[src/rtl/diag_seq_pkg.sv]
// Shared types and diag function codes for the diag_seq command sequencer.
// DIAG_IDLE / DIAG_STEP_CLOCK alias the CLK module's tDiagFunction encodings.
package diag_seq_pkg;

  localparam int unsigned DIAG_DS_W   = 7;
  localparam int unsigned DIAG_DATA_W = 18;

  typedef enum logic [1:0] {
    OP_FUNC      = 2'd0,
    OP_WRITE     = 2'd1,
    OP_READ      = 2'd2,
    OP_COND_STEP = 2'd3
  } tDiagSeqOp;

  typedef enum logic [1:0] {
    STAT_OK      = 2'd0,
    STAT_TIMEOUT = 2'd1,
    STAT_ILLEGAL = 2'd2
  } tDiagSeqStatus;

  typedef struct packed {
    tDiagSeqOp              op;
    logic [DIAG_DS_W-1:0]   func;
    logic [DIAG_DATA_W-1:0] data;
  } tDiagSeqCmd;

  localparam logic [DIAG_DS_W-1:0] DIAG_IDLE       = 7'o000;
  localparam logic [DIAG_DS_W-1:0] DIAG_STEP_CLOCK = 7'o002;

endpackage

[src/rtl/diag_seq_fifo.sv]
// Synchronous command FIFO for diag_seq; DEPTH must be a power of 2.
// Pointers carry one extra wrap bit so full and empty are distinguishable.
module diag_seq_fifo
  import diag_seq_pkg::*;
#(
  parameter int unsigned DEPTH = 4,
  parameter type         T     = tDiagSeqCmd
) (
  input  logic clk,
  input  logic rst_n,
  input  logic push,
  input  T     push_data,
  input  logic pop,
  output T     head,
  output logic full,
  output logic empty
);

  localparam int unsigned AW = (DEPTH > 1) ? $clog2(DEPTH) : 1;
  localparam logic [AW:0] PTR_ONE = 1;

  T            mem_q [DEPTH];
  logic [AW:0] wr_ptr_q, wr_ptr_d;
  logic [AW:0] rd_ptr_q, rd_ptr_d;
  logic        do_push, do_pop;

  always_comb begin
    full     = (wr_ptr_q[AW] != rd_ptr_q[AW]) && (wr_ptr_q[AW-1:0] == rd_ptr_q[AW-1:0]);
    empty    = (wr_ptr_q == rd_ptr_q);
    do_push  = push && !full;
    do_pop   = pop && !empty;
    wr_ptr_d = wr_ptr_q;
    rd_ptr_d = rd_ptr_q;
    if (do_push) wr_ptr_d = wr_ptr_q + PTR_ONE;
    if (do_pop)  rd_ptr_d = rd_ptr_q + PTR_ONE;
    head     = mem_q[rd_ptr_q[AW-1:0]];
  end

  always_ff @(posedge clk or negedge rst_n) begin
    if (!rst_n) begin
      wr_ptr_q <= '0;
      rd_ptr_q <= '0;
    end else begin
      wr_ptr_q <= wr_ptr_d;
      rd_ptr_q <= rd_ptr_d;
    end
  end

  always_ff @(posedge clk) begin
    if (do_push) mem_q[wr_ptr_q[AW-1:0]] <= push_data;
  end

endmodule

[src/rtl/diag_seq.sv]
// diag_seq: queued diagnostic-command sequencer driving the EBUS diag lines.
// Define DIAG_SEQ_READ_EN to enable READ sampling; otherwise READ answers ILLEGAL.
module diag_seq
  import diag_seq_pkg::*;
#(
  parameter int unsigned DS_W          = 7,
  parameter int unsigned DATA_W        = 18,
  parameter int unsigned STROBE_CYCLES = 9,
  parameter int unsigned GAP_CYCLES    = 4,
  parameter int unsigned FIFO_DEPTH    = 4,
  parameter int unsigned POLL_CYCLES   = 5,
  parameter int unsigned MAX_STEPS     = 5
) (
  input  logic              clk,
  input  logic              reset_l,
  input  logic              cmd_valid,
  output logic              cmd_ready,
  input  logic [1:0]        cmd_op,
  input  logic [DS_W-1:0]   cmd_func,
  input  logic [DATA_W-1:0] cmd_data,
  output logic              rsp_valid,
  output logic [1:0]        rsp_status,
  output logic [DATA_W-1:0] rsp_data,
  output logic [DS_W-1:0]   ds,
  output logic              diag_strobe,
  output logic              ebus_drive,
  output logic [DATA_W-1:0] ebus_data_out,
  input  logic [DATA_W-1:0] ebus_data_in,
  input  logic              cond_in,
  output logic              busy
);

  typedef enum logic [2:0] {S_IDLE, S_STROBE, S_GAP, S_POLL, S_RESP} tDiagSeqState;

  typedef struct packed {
    tDiagSeqOp         op;
    logic [DS_W-1:0]   func;
    logic [DATA_W-1:0] data;
  } tCmd;

  localparam int unsigned CNT_MAX0 = (STROBE_CYCLES > GAP_CYCLES) ? STROBE_CYCLES : GAP_CYCLES;
  localparam int unsigned CNT_MAX  = (CNT_MAX0 > POLL_CYCLES) ? CNT_MAX0 : POLL_CYCLES;
  localparam int unsigned CNT_W    = $clog2(CNT_MAX + 1);
  localparam int unsigned STEP_W   = (MAX_STEPS > 0) ? $clog2(MAX_STEPS + 1) : 1;

  localparam logic [CNT_W-1:0]  CNT_ONE     = 1;
  localparam logic [CNT_W-1:0]  STROBE_LAST = CNT_W'(STROBE_CYCLES - 1);
  localparam logic [CNT_W-1:0]  GAP_LAST    = CNT_W'(GAP_CYCLES - 1);
  localparam logic [CNT_W-1:0]  POLL_LAST   = CNT_W'((POLL_CYCLES > 0) ? POLL_CYCLES - 1 : 0);
  localparam logic [STEP_W-1:0] STEP_ONE    = 1;
  localparam logic [STEP_W-1:0] STEP_MAX    = STEP_W'(MAX_STEPS);
  localparam logic [DS_W-1:0]   DS_IDLE     = DS_W'(DIAG_IDLE);
  localparam logic [DS_W-1:0]   DS_STEP     = DS_W'(DIAG_STEP_CLOCK);

  tCmd  cmd_in, fifo_head;
  logic fifo_full, fifo_empty, fifo_pop;

  tDiagSeqState      state_q, state_d, after_gap;
  logic [CNT_W-1:0]  cnt_q, cnt_d;
  logic [STEP_W-1:0] step_q, step_d;
  tCmd               cur_q, cur_d;
  tDiagSeqStatus     status_q, status_d;

  logic [DS_W-1:0]   ds_q, ds_d;
  logic              strobe_q, strobe_d;
  logic              drive_q, drive_d;
  logic [DATA_W-1:0] dout_q, dout_d;
  logic              rsp_valid_q, rsp_valid_d;
  tDiagSeqStatus     rsp_status_q, rsp_status_d;
  logic [DATA_W-1:0] rsp_data_q, rsp_data_d;

`ifdef DIAG_SEQ_READ_EN
  logic              rd_cap_q, rd_cap_d;
  logic [DATA_W-1:0] rdata_q, rdata_d;
`else
  logic              unused_ebus_in;
  assign unused_ebus_in = ^ebus_data_in;
`endif

  assign cmd_in = '{op: tDiagSeqOp'(cmd_op), func: cmd_func, data: cmd_data};

  diag_seq_fifo #(
    .DEPTH (FIFO_DEPTH),
    .T     (tCmd)
  ) u_fifo (
    .clk       (clk),
    .rst_n     (reset_l),
    .push      (cmd_valid),
    .push_data (cmd_in),
    .pop       (fifo_pop),
    .head      (fifo_head),
    .full      (fifo_full),
    .empty     (fifo_empty)
  );

  assign cmd_ready     = !fifo_full;
  assign busy          = (state_q != S_IDLE) || !fifo_empty;
  assign ds            = ds_q;
  assign diag_strobe   = strobe_q;
  assign ebus_drive    = drive_q;
  assign ebus_data_out = dout_q;
  assign rsp_valid     = rsp_valid_q;
  assign rsp_status    = rsp_status_q;
  assign rsp_data      = rsp_data_q;

  // EBUS outputs are decoded from the current state and registered, so they
  // trail the state by one cycle; this sets the pop-to-response latency.
  always_comb begin
    state_d      = state_q;
    cnt_d        = cnt_q;
    step_d       = step_q;
    cur_d        = cur_q;
    status_d     = status_q;
    fifo_pop     = 1'b0;
    ds_d         = DS_IDLE;
    strobe_d     = 1'b0;
    drive_d      = 1'b0;
    dout_d       = '0;
    rsp_valid_d  = 1'b0;
    rsp_status_d = rsp_status_q;
    rsp_data_d   = rsp_data_q;
    after_gap    = (cur_q.op == OP_COND_STEP) ? S_POLL : S_RESP;
`ifdef DIAG_SEQ_READ_EN
    rd_cap_d     = 1'b0;
    rdata_d      = rd_cap_q ? ebus_data_in : rdata_q;
`endif

    case (state_q)
      S_IDLE: begin
        if (!fifo_empty) begin
          fifo_pop = 1'b1;
          cur_d    = fifo_head;
          cnt_d    = '0;
          step_d   = '0;
          status_d = STAT_OK;
          case (fifo_head.op)
            OP_COND_STEP: begin
              cur_d.func = DS_STEP;
              state_d    = S_POLL;
            end
`ifndef DIAG_SEQ_READ_EN
            OP_READ: begin
              status_d = STAT_ILLEGAL;
              state_d  = S_RESP;
            end
`endif
            default: state_d = S_STROBE;
          endcase
        end
      end

      S_STROBE: begin
        ds_d     = cur_q.func;
        strobe_d = 1'b1;
        if (cur_q.op == OP_WRITE) begin
          drive_d = 1'b1;
          dout_d  = cur_q.data;
        end
        if (cnt_q == STROBE_LAST) begin
          cnt_d = '0;
`ifdef DIAG_SEQ_READ_EN
          rd_cap_d = (cur_q.op == OP_READ);
`endif
          if (GAP_CYCLES == 0) state_d = after_gap;
          else                 state_d = S_GAP;
        end else begin
          cnt_d = cnt_q + CNT_ONE;
        end
      end

      S_GAP: begin
        if (cnt_q == GAP_LAST) begin
          cnt_d   = '0;
          state_d = after_gap;
        end else begin
          cnt_d = cnt_q + CNT_ONE;
        end
      end

      S_POLL: begin
        if (cnt_q == POLL_LAST) begin
          cnt_d = '0;
          if (!cond_in) begin
            state_d = S_RESP;
          end else if (step_q < STEP_MAX) begin
            step_d  = step_q + STEP_ONE;
            state_d = S_STROBE;
          end else begin
            status_d = STAT_TIMEOUT;
            state_d  = S_RESP;
          end
        end else begin
          cnt_d = cnt_q + CNT_ONE;
        end
      end

      S_RESP: begin
        rsp_valid_d  = 1'b1;
        rsp_status_d = status_q;
        rsp_data_d   = '0;
        if (cur_q.op == OP_COND_STEP) rsp_data_d = DATA_W'(step_q);
`ifdef DIAG_SEQ_READ_EN
        // With no gap the capture flop is still loading; take the bus directly.
        else if (cur_q.op == OP_READ) rsp_data_d = rd_cap_q ? ebus_data_in : rdata_q;
`endif
        state_d = S_IDLE;
      end

      default: state_d = S_IDLE;
    endcase
  end

  always_ff @(posedge clk or negedge reset_l) begin
    if (!reset_l) begin
      state_q      <= S_IDLE;
      cnt_q        <= '0;
      step_q       <= '0;
      cur_q        <= '0;
      status_q     <= STAT_OK;
      ds_q         <= DS_IDLE;
      strobe_q     <= 1'b0;
      drive_q      <= 1'b0;
      dout_q       <= '0;
      rsp_valid_q  <= 1'b0;
      rsp_status_q <= STAT_OK;
      rsp_data_q   <= '0;
`ifdef DIAG_SEQ_READ_EN
      rd_cap_q     <= 1'b0;
      rdata_q      <= '0;
`endif
    end else begin
      state_q      <= state_d;
      cnt_q        <= cnt_d;
      step_q       <= step_d;
      cur_q        <= cur_d;
      status_q     <= status_d;
      ds_q         <= ds_d;
      strobe_q     <= strobe_d;
      drive_q      <= drive_d;
      dout_q       <= dout_d;
      rsp_valid_q  <= rsp_valid_d;
      rsp_status_q <= rsp_status_d;
      rsp_data_q   <= rsp_data_d;
`ifdef DIAG_SEQ_READ_EN
      rd_cap_q     <= rd_cap_d;
      rdata_q      <= rdata_d;
`endif
    end
  end

endmodule

[config.mk]
export PLATFORM = sky130hd
export DESIGN_NAME = diag_seq
export DESIGN_NICKNAME = d
export VERILOG_FILES = /design/src/rtl/diag_seq_pkg.sv /design/src/rtl/diag_seq_fifo.sv /design/src/rtl/diag_seq.sv
export SDC_FILE = /design/constraint.sdc
export NUM_CORES = 1
export LEC_CHECK = 0
export BUFFER_PORTS_ARGS = -buffer_cell sky130_fd_sc_hd__buf_2
export CORE_MARGIN = 3
export CORE_UTILIZATION = 25
export CTS_CLUSTER_DIAMETER = 30
export DETAILED_ROUTE_END_ITERATION = 16
export HOLD_SLACK_MARGIN = 0.06
export PLACE_DENSITY_LB_ADDON = 0.3
export SETUP_SLACK_MARGIN = 0.05
export SLEW_MARGIN = 20
export SYNTH_ARGS = -nofsm -noshare
export SYNTH_HDL_FRONTEND = slang
export SYNTH_SLANG_ARGS = --single-unit
[constraint.sdc]
create_clock -name clk -period 2.27 [get_ports clk]
set_clock_uncertainty 0.15 [all_clocks]
set_input_delay 0.1135 -clock clk [delete_from_list [all_inputs] [get_ports clk]]
set_output_delay 0.1135 -clock clk [all_outputs]
set_load 0.005 [all_outputs]
### After elaboration in Yosys (flattened, before gate mapping)

Memories as Yosys holds them, arrays and structs flattened.
Index checks and enable logic that the tools add are counted.

* flip-flop bits (word level): 93
* bits in writable memories: 108
* word-level logic and storage cells: 97
* memories: 1

Memories
* u_fifo.mem_q: depth 4, width 27, rd ports 1, clocked after memory_dff 0, write ports 1, RTL line diag_seq_fifo.sv:22 `T mem_q [DEPTH];`

* $add $sub $neg: 4
* magnitude comparators: 1
* equal/unequal tests: 21
* muxes and demuxes: 38
* bitwise operators: 1
* reduce and logical (&&, ||, !) cells: 15

Operators by type and width (count)
* 18-bit 2-to-1 mux: 2
* 3-bit 2-to-1 mux: 12
* 4-bit 2-to-1 mux: 4
* 4-bit one-hot mux with 4 select lines: 1
* 7-bit 2-to-1 mux: 2
* 2-bit != test (second input constant): 7
* 3-bit one-hot mux with 2 select lines: 2
* 3-bit one-hot mux with 4 select lines: 1
* 2-bit 2-to-1 mux: 5
* 5-bit AND reduction: 2
* 3-bit by 1-bit adder with 3-bit output (second input constant): 3
* 1-bit 2-to-1 mux: 8
* 2-bit == test (second input constant): 3
* 3-bit by 2-bit == test with 1-bit output (second input constant): 2
* 4-bit by 1-bit adder with 4-bit output (second input constant): 1
* 4-bit by 2-bit == test with 1-bit output (second input constant): 1
* 4-bit by 3-bit == test with 1-bit output (second input constant): 1
* 4-bit == test (second input constant): 1
* 2-bit one-hot mux with 2 select lines: 1
* 2-bit AND reduction: 2
* 4-bit AND reduction: 1
* 4-bit nonzero test: 1
* 3-bit by 1-bit == test with 1-bit output (second input constant): 1
* 3-bit == test: 1
* 12 further kinds: 15

### Longest topological paths before layout

Gate-level depths: netlist (run 1).

* depth in word-level cells: 6
* gate-level depth with buffers: 6
* mapped depth without buffers: 6

### Hierarchy

A second synthesis (run 1) with hierarchy kept.

* cell total of the unflattened synthesis: 478
* area total of the unflattened synthesis: 7415.9 µm²

Modules (own cells, without submodules)
* diag_seq_fifo: times used 1, cells an instance 190, area an instance 4414.2 µm², sequential area each 3393.3 µm²
* diag_seq: times used 1, cells an instance 288, area an instance 3001.6 µm², sequential area each 1801.7 µm²

### Worst setup path before layout (run 1)

OpenSTA, ideal clock, no wires.

* path type: register -> register
* from: register u_fifo.wr_ptr_q[1]
* to: memory u_fifo.mem_q[3][0] (netlist name) (enable)
* library setup time: 0.388 ns
* arrival: 1.792 ns
* path slack: -0.060 ns
* stages on the path, launching flop included: 4
* path buffers: 0
* period minus slack after synthesis: 2.330 ns
* cell sequence: dfrtp_1 xnor2_1 a31oi_1 and2_1

* longest elaborated chain between the ends: 6

Ends and longest elaborated chain
* start: declaration: RTL line diag_seq_fifo.sv:23 `logic [AW:0] wr_ptr_q, wr_ptr_d;`
* start signal: assignment: RTL line diag_seq_fifo.sv:44 `wr_ptr_q <= wr_ptr_d;`
* 2-bit == test: RTL line diag_seq_fifo.sv:28 `full = (wr_ptr_q[AW] != rd_ptr_q[AW]) && (wr_ptr_q[AW-1:0] == rd_ptr_q[AW-1:0]);`
* 1-bit logical AND: RTL line diag_seq_fifo.sv:28
* 1-bit zero test: RTL line diag_seq_fifo.sv:30 `do_push = push && !full;`
* 1-bit logical AND: RTL line diag_seq_fifo.sv:30
* 1-bit 2-to-1 mux: RTL line diag_seq_fifo.sv:50 `if (do_push) mem_q[wr_ptr_q[AW-1:0]] <= push_data;`
* 1-bit 2-to-1 mux (implied by the code): RTL line diag_seq_fifo.sv:50
* end: declaration: RTL line diag_seq_fifo.sv:22

Several ways; a longest one is shown, not always the timed one.

### Worst setup path after layout (run 1)

* from: register state_q[0]
* to: register cur_q[1] (netlist name)

* longest elaborated chain between the ends: 2

Ends and longest elaborated chain
* start: declaration: RTL line diag_seq.sv:58 `tDiagSeqState state_q, state_d, after_gap;`
* start signal: assignment: RTL line diag_seq.sv:232 `state_q <= state_d;`
* 3-bit zero test: RTL line diag_seq.sv:128 `case (state_q)`
* 2-bit AND reduction (no line)
* end signal: assignment: RTL line diag_seq.sv:235 `cur_q <= cur_d;`
* end: declaration: RTL line diag_seq.sv:61 `tCmd cur_q, cur_d;`

Every way passes these cells.
A chain may end at the register's enable or synchronous reset.

==> impl_results.md, run 1 <==
- Layout cells sized above 1: 33.0%
- First-pass DRT Iterations: 5
- Setup CP Type: reg2reg
- Power Density: 1280 nW/um2
- Netlist cell types: 45
- Pleak: 3.56 nW
- Setup TNS: 0 ns
- Die height: 176 um
- Root Buffer: clkbuf_16
- Setup violations, final: 0
- Worst hold slack: 0.0800 ns
- Worst vdd ir: 491 uV
- Dominant cells by area after synthesis: edfxtp_1 45%, dfrtp_1 27%, mux4_2 8.4%
- Highest net fanout along the worst path: 13
- Hold violation count in the final report: 0
- Fin worst setup slack: 0.280 ns
- First-pass GRT wire length: 23,300 um
- CTS tree: done
- Clk buf depth: 2
- Slew @ Worst Pin: 0.570 ns
- Die width: 176 um
- Max Freq: 502 MHz
- Area leader, netlist: edfxtp_1
- Avg WL per Cell: 15.6 um
- Final worst path period share: 87.7%
- XOR/XNOR share of the synthesized area: 0.966%
- Post-DP Area: 8150 um2
- GRT Total Usage: 9.84%
- Slew Viols, Final: 0
- Design area: 9050 um2
- Setup WS pre-CTS: 0.281 ns
- Worst Setup End Kind: register
- Area Growth Syn to Fin: 24.9%
- H-tree Lvls: 4
- Post-synth EDFFs: 108
- Vias in the first global route: 4,049
- Via count: 3,806
- R2R setup slack: 0.28 ns
- Synth Area in Compound Gates: 3.33%
- GP Congestion: 0.702
- Total Wirelength: 14,400 um
- Initial antenna violation count: 1
- Post-synth ARST share: 41.9%
- Clock tree sinks: 186
- Synth top area share: 44.7%
- Adder-Cell Fraction of Synth Area: 1.38%
- Worst skew pair latency: 0.42 ns
- Largest net degree at the start of global routing: 41
- Port bufs: 65
- Placed instance count: 863
- # rows: 61
- Crit path time final: 1.99 ns
- Warning count from the yosys run: 0
- DRC errors left: 0
- Reg2reg start: state_q[0]$_DFFE_PN0P_
- Synthesized area: 7250 um2
- Boundary Pins: 99
- Hold/Removal Path Class: in2async
- FF-to-FF End: cur_q[1]$_DFFE_PN0P_
- Top_reg_cell synth: edfxtp_1
- Vias/cell: 4.11
- Register area share after synthesis: 71.6%
- Resized Gates After CTS: 0
- Congestion Overflow GR: 0
- ANT nets after route: 0
- DRT iter0 DRCs: 178
- #FFs+latches synth: 186
- Die Outline Area: 31,100 um2
- Clock Pin Slew Worst Setup and Hold Paths: 0.07 ns
- Post-synthesis mux area share: 12.1%
- R2R depth: 4
- Synthesized instance count: 416
- Outcome: complete, no violations
- Simple-gate area share of the yosys netlist: 6.76%
- RSZ-0062 raised after global routing: no
- Fin cells: 925
- Hpwl dp: 9290 um
- Max_cap viols: 0
- WP data arrival: 2.15 ns
- CP Launch Type: register
- Nets: 590
- Core Area: 28,200 um2
- Slew Limit Headroom: 62.0%
- Initial core utilization: 25.7%
- Worst EP required: 2.43 ns
- Largest family of logic cells by synthesized area: multiplexers
- Syn avg cell area: 17.4 um2
- Cts bufs inserted: 17
kinds of logic after synthesis:
logic type               after synthesis
AO/OA/AOI/OAI                         32
XOR/XNOR                               8
adder cells (fa/ha/maj)                8
buffers and inverters                 46
flip-flops                           186
multiplexers                          51
other                                  1
AND/OR/NAND/NOR                       84
stage by stage:
step                total power [mW]  utilization (%)
global route                    12.3             32.2
CTS                             11.8             32.1
floorplan                       7.44                -
finish                          11.6             32.2
detailed placement              8.72             28.9
global placement                8.60             28.9
report_power, final:
group          internal [mW]  switching [mW]
Clock                   1.67            1.33
Combinational           1.82            1.80
Sequential              4.56           0.397
registers in the layout, summed over array words and instances (netlist names):
signal	flops
cnt_q	4
cur_q	27
diag_strobe	1
ds	7
ebus_data_out	18
ebus_drive	1
rsp_data	3
rsp_status	2
rsp_valid	1
state_q	3
status_q	2
step_q	3
u_fifo.mem_q	108
u_fifo.rd_ptr_q	3
u_fifo.wr_ptr_q	3
worst max-delay path: stages, from the launching register on:
cell	delay, ns
dfrtp_1	0.47
or3_4	0.42
a31oi_4	0.19
buf_4	0.27
mux2_2	0.36
routing by layer:
metal / track usage (%) / up-vias / share of wire, %
li1: - / 1751 / -
met1: 12.6 / 1946 / 44
met2: 16.1 / 90 / 49
met3: 2.62 / 19 / 5.1
met4: 3.53 / 0 / 1.7
met5: 0 / - / 0
cells in the mapped netlist, types with 2 or more instances:
master / n
nand2b_1: 2
a21oi_1: 2
and4b_1: 2
nor2_1: 9
xnor2_1: 5
nor3_1: 8
buf_2: 6
o21ai_0: 14
nor3b_1: 2
buf_4: 19
nand3_1: 11
dfrtp_1: 78
nand2_1: 13
a22o_1: 3
xor2_1: 3
inv_1: 15
o21bai_1: 2
edfxtp_1: 108
nand3b_1: 2
mux2_2: 23
buf_6: 3
nand4_1: 2
and2_1: 24
nor2b_1: 3
ha_1: 8
mux4_2: 27
clkbuf_1: 3
o22ai_1: 2
cell type report:
cell class | count | area [um2]
Antenna cell | 1 | 2.50
Timing Repair Buffer | 115 | 876
Clock buffer | 17 | 425
Multi-Input combinational cell | 198 | 1840
Fill cell | 2734 | 19100
Sequential cell | 186 | 5200
Clock inverter | 15 | 185
Tap cell | 378 | 473
Inverter | 15 | 56.3
worst max path at each step:
stage | start | to | slack (ns) | depth (start not counted)
after floorplan | u_fifo.wr_ptr_q[1]$_DFFE_PN0P_ | u_fifo.mem_q[3][0]$_DFFE_PP_ | 0.22 | 3
after global placement | state_q[0]$_DFFE_PN0P_ | cur_q[16]$_DFFE_PN0P_ | 0.31 | 4
after detailed placement | state_q[0]$_DFFE_PN0P_ | cur_q[1]$_DFFE_PN0P_ | 0.28 | 4
after CTS | state_q[0]$_DFFE_PN0P_ | cur_q[1]$_DFFE_PN0P_ | 0.26 | 4
after global routing | cnt_q[0]$_DFFE_PN0P_ | state_q[1]$_DFFE_PN0P_ | 0.12 | 6
final | state_q[0]$_DFFE_PN0P_ | cur_q[1]$_DFFE_PN0P_ | 0.28 | 4
cell usage in the layout (no fill, tap or decap), drive strengths merged, types with 5 or more instances in the layout:
master / synthesis / layout
clkbuf: 3 / 17
ha: 8 / 8
xnor2: 5 / 5
nor2: 9 / 9
dlygate4sd3: 0 / 29
clkinv: 0 / 6
nor3: 8 / 8
mux2: 23 / 23
and2: 24 / 24
edfxtp: 108 / 108
buf: 28 / 86
mux4: 27 / 27
nand2: 13 / 13
o21ai: 14 / 14
nand3: 11 / 11
inv: 15 / 21
conb: 1 / 15
dfrtp: 78 / 78
repair_timing:
action | in CTS | in global routing
hold buffers | 29 | 0
endpoints found under the hold margin | 187 | 0
buffers inserted | 0 | 0
Power figures use the tool's default switching activity.
==> inputs of run 2 (changes only) <==
Settings changed: REMOVE_ABC_BUFFERS set to 1.
==> impl_results.md, run 2 (same netlist as run 1, synthesis figures left out) <==
- Initial antenna violation count: 0 (-1)
- Placed instance count: 862 (-0.12%)
- DRT iter0 DRCs: 160 (-10%)
- Max_cap viols: 0 (unchanged)
- Outcome: complete, no violations
- Worst vdd ir: 579 uV (+18%)
- ANT nets after route: 0 (unchanged)
- RSZ-0062 raised after global routing: no
- Hold/Removal Path Class: in2async
- Core Util, Final: 32.0% (-0.20 points)
- Layout cells sized above 1: 32.7% (-0.31 points)
- R2R depth: 4 (unchanged)
- Final worst path period share: 86.5% (-1.1 points)
- Die Outline Area: 31,100 um2 (unchanged)
- Vias in the first global route: 4,062 (+0.32%)
- Highest net fanout along the worst path: 43 (+30)
- Worst setup path startpoint: state_q[0]$_DFFE_PN0P_
- Slew @ Worst Pin: 0.603 ns (+0.0329 ns)
- Initial core utilization: 25.7% (unchanged)
- Boundary Pins: 99 (unchanged)
- Worst skew pair latency: 0.42 ns (about the same)
- FF-to-FF End: cur_q[0]$_DFFE_PN0P_
- Setup CP Type: reg2reg
- Area Growth Syn to Fin: 24.1%
- Resized Gates After CTS: 0 (unchanged)
- Die width: 176 um (unchanged)
- Port bufs: 65 (unchanged)
- Clk buf depth: 2 (unchanged)
- Met2 usage: 16.1% (unchanged)
- Worst hold slack: 0.117 ns (+0.0370 ns)
- Die height: 176 um (unchanged)
- Clock tree sinks: 186 (unchanged)
- CTS tree: done
- # rows: 61 (unchanged)
- Core Area: 28,200 um2 (unchanged)
- Worst EP required: 2.43 ns (about the same)
- Avg WL per Cell: 15.0 um (-3.6%)
- Cts bufs inserted: 17 (unchanged)
- First-pass DRT Iterations: 4 (-1)
- Root Buffer: clkbuf_16
- Slew Limit Headroom: 59.8% (-2.2 points)
- WP data arrival: 2.12 ns (-0.03 ns)
- Vias/cell: 4.09 (-0.68%)
- Reg2reg start: state_q[0]$_DFFE_PN0P_
- Met1 usage: 11.4% (-1.3 points)
- CP Launch Type: register
- Nets: 589 (-0.17%)
- Power Density: 1250 nW/um2 (-2.5%)
- Via count: 3,772 (-0.89%)
- GRT Total Usage: 9.41% (-0.44 points)
- Antenna cells: 0 (-1)
- Setup TNS: 0 ns (unchanged)
- Met3 usage: 2.92% (+0.30 points)
- Clock Pin Slew Worst Setup and Hold Paths: 0.07 ns (about the same)
- Setup violations, final: 0 (unchanged)
- Layout fillers: 2,731 (-0.11%)
- Max FFs per register: 108 (unchanged)
- DRC errors left: 0 (unchanged)
- Most used routing layer: met2
- Crit path time final: 1.96 ns (-0.0259 ns)
- Setup crit end: cur_q[0]$_DFFE_PN0P_
- Largest net degree at the start of global routing: 45 (+9.8%)
- H-tree Lvls: 4 (unchanged)
- Pleak: 3.53 nW (-0.84%)
- Hold violation count in the final report: 0 (unchanged)
- R2R setup slack: 0.31 ns (+0.03 ns)
- # Post-CTS Setup Buffers: 0 (unchanged)
- First-pass GRT wire length: 22,300 um (-4.2%)
- Fin cells: 923 (-0.22%)
- Max Freq: 509 MHz (+1.3%)
- Most common cell after layout, fill and taps aside: edfxtp_1
- Slew Viols, Final: 0 (unchanged)
- Commonest non-fill, non-tap cells in the layout: 108 x edfxtp_1, 77 x dfrtp_1, 64 x buf_2, 29 x dlygate4sd3_1, 27 x mux4_2
- Worst Setup End Kind: register
- Total Wirelength: 13,900 um (-3.8%)
- Congestion Overflow GR: 0 (unchanged)
- Hpwl dp: 9300 um (about the same)
- GP Congestion: 0.684 (-2.7%)
## run 2: where the power goes
group / internal [mW] / total, mW / switching [mW] / leakage, nW
Sequential: 4.56 / 4.94 / 0.380 / 1.99
Combinational: 1.80 / 3.55 / 1.75 / 1.27
Clock: 1.50 / 2.73 / 1.23 / 0.272
Total: 7.87 / 11.2 / 3.36 / 3.53
## run 2: area by class of cell
class,instances,area (um2),share of cell area [%]
clock inverter,11,81.3,0.904
tap,378,473,5.26
inverter,15,56.3,0.626
clock buffer,21,470,5.23
timing repair buffer,114,881,9.79
sequential,186,5200,57.7
multi-input combinational,198,1840,20.5
## run 2: worst min path at each step
stage                     slack [ns]       from                              to  cells after the start
after CTS                       0.12    reset_l                 ds[0]$_DFF_PN0_                      2
after global placement          0.01    reset_l       rsp_status[0]$_DFFE_PN0P_                      1
after detailed placement        0.02    reset_l            cnt_q[2]$_DFFE_PN0P_                      1
after global routing            0.14  cmd_valid  u_fifo.wr_ptr_q[0]$_DFFE_PN0P_                      5
after floorplan                -0.33    reset_l            cnt_q[0]$_DFFE_PN0P_                      0
final                           0.12    reset_l                 ds[0]$_DFF_PN0_                      2
## run 2: repair_timing
item	in CTS	in global routing
hold buffers	29	0
endpoints found under the setup margin	0	0
hold endpoints to repair	187	0
## run 2: per-stage QoR
stage / worst slack, ns / power (mW) / area, um2
3_5_place_dp: 0.299 / 8.65 / 8160
2_1_floorplan: -1.17 / 7.25 / 7090
4_1_cts: 0.291 / 11.5 / 9000
5_1_grt: 0.204 / 12.0 / 9000
3_3_place_gp: 0.311 / 8.55 / 8160
6_report: 0.306 / 11.2 / 9000
## run 2: layer usage
layer  vias up  part of all wire [%]
met4         0                   1.5
met2        72                    51
li1       1759                     -
met1      1925                    43
met5         -                     0
met3        16                   4.5
## run 2: worst max-delay path: stages (launching register included)
cell and delay, ns:
dfrtp_1 0.48, or3_4 0.42, a31oi_4 0.17, buf_12 0.26, mux2_2 0.36
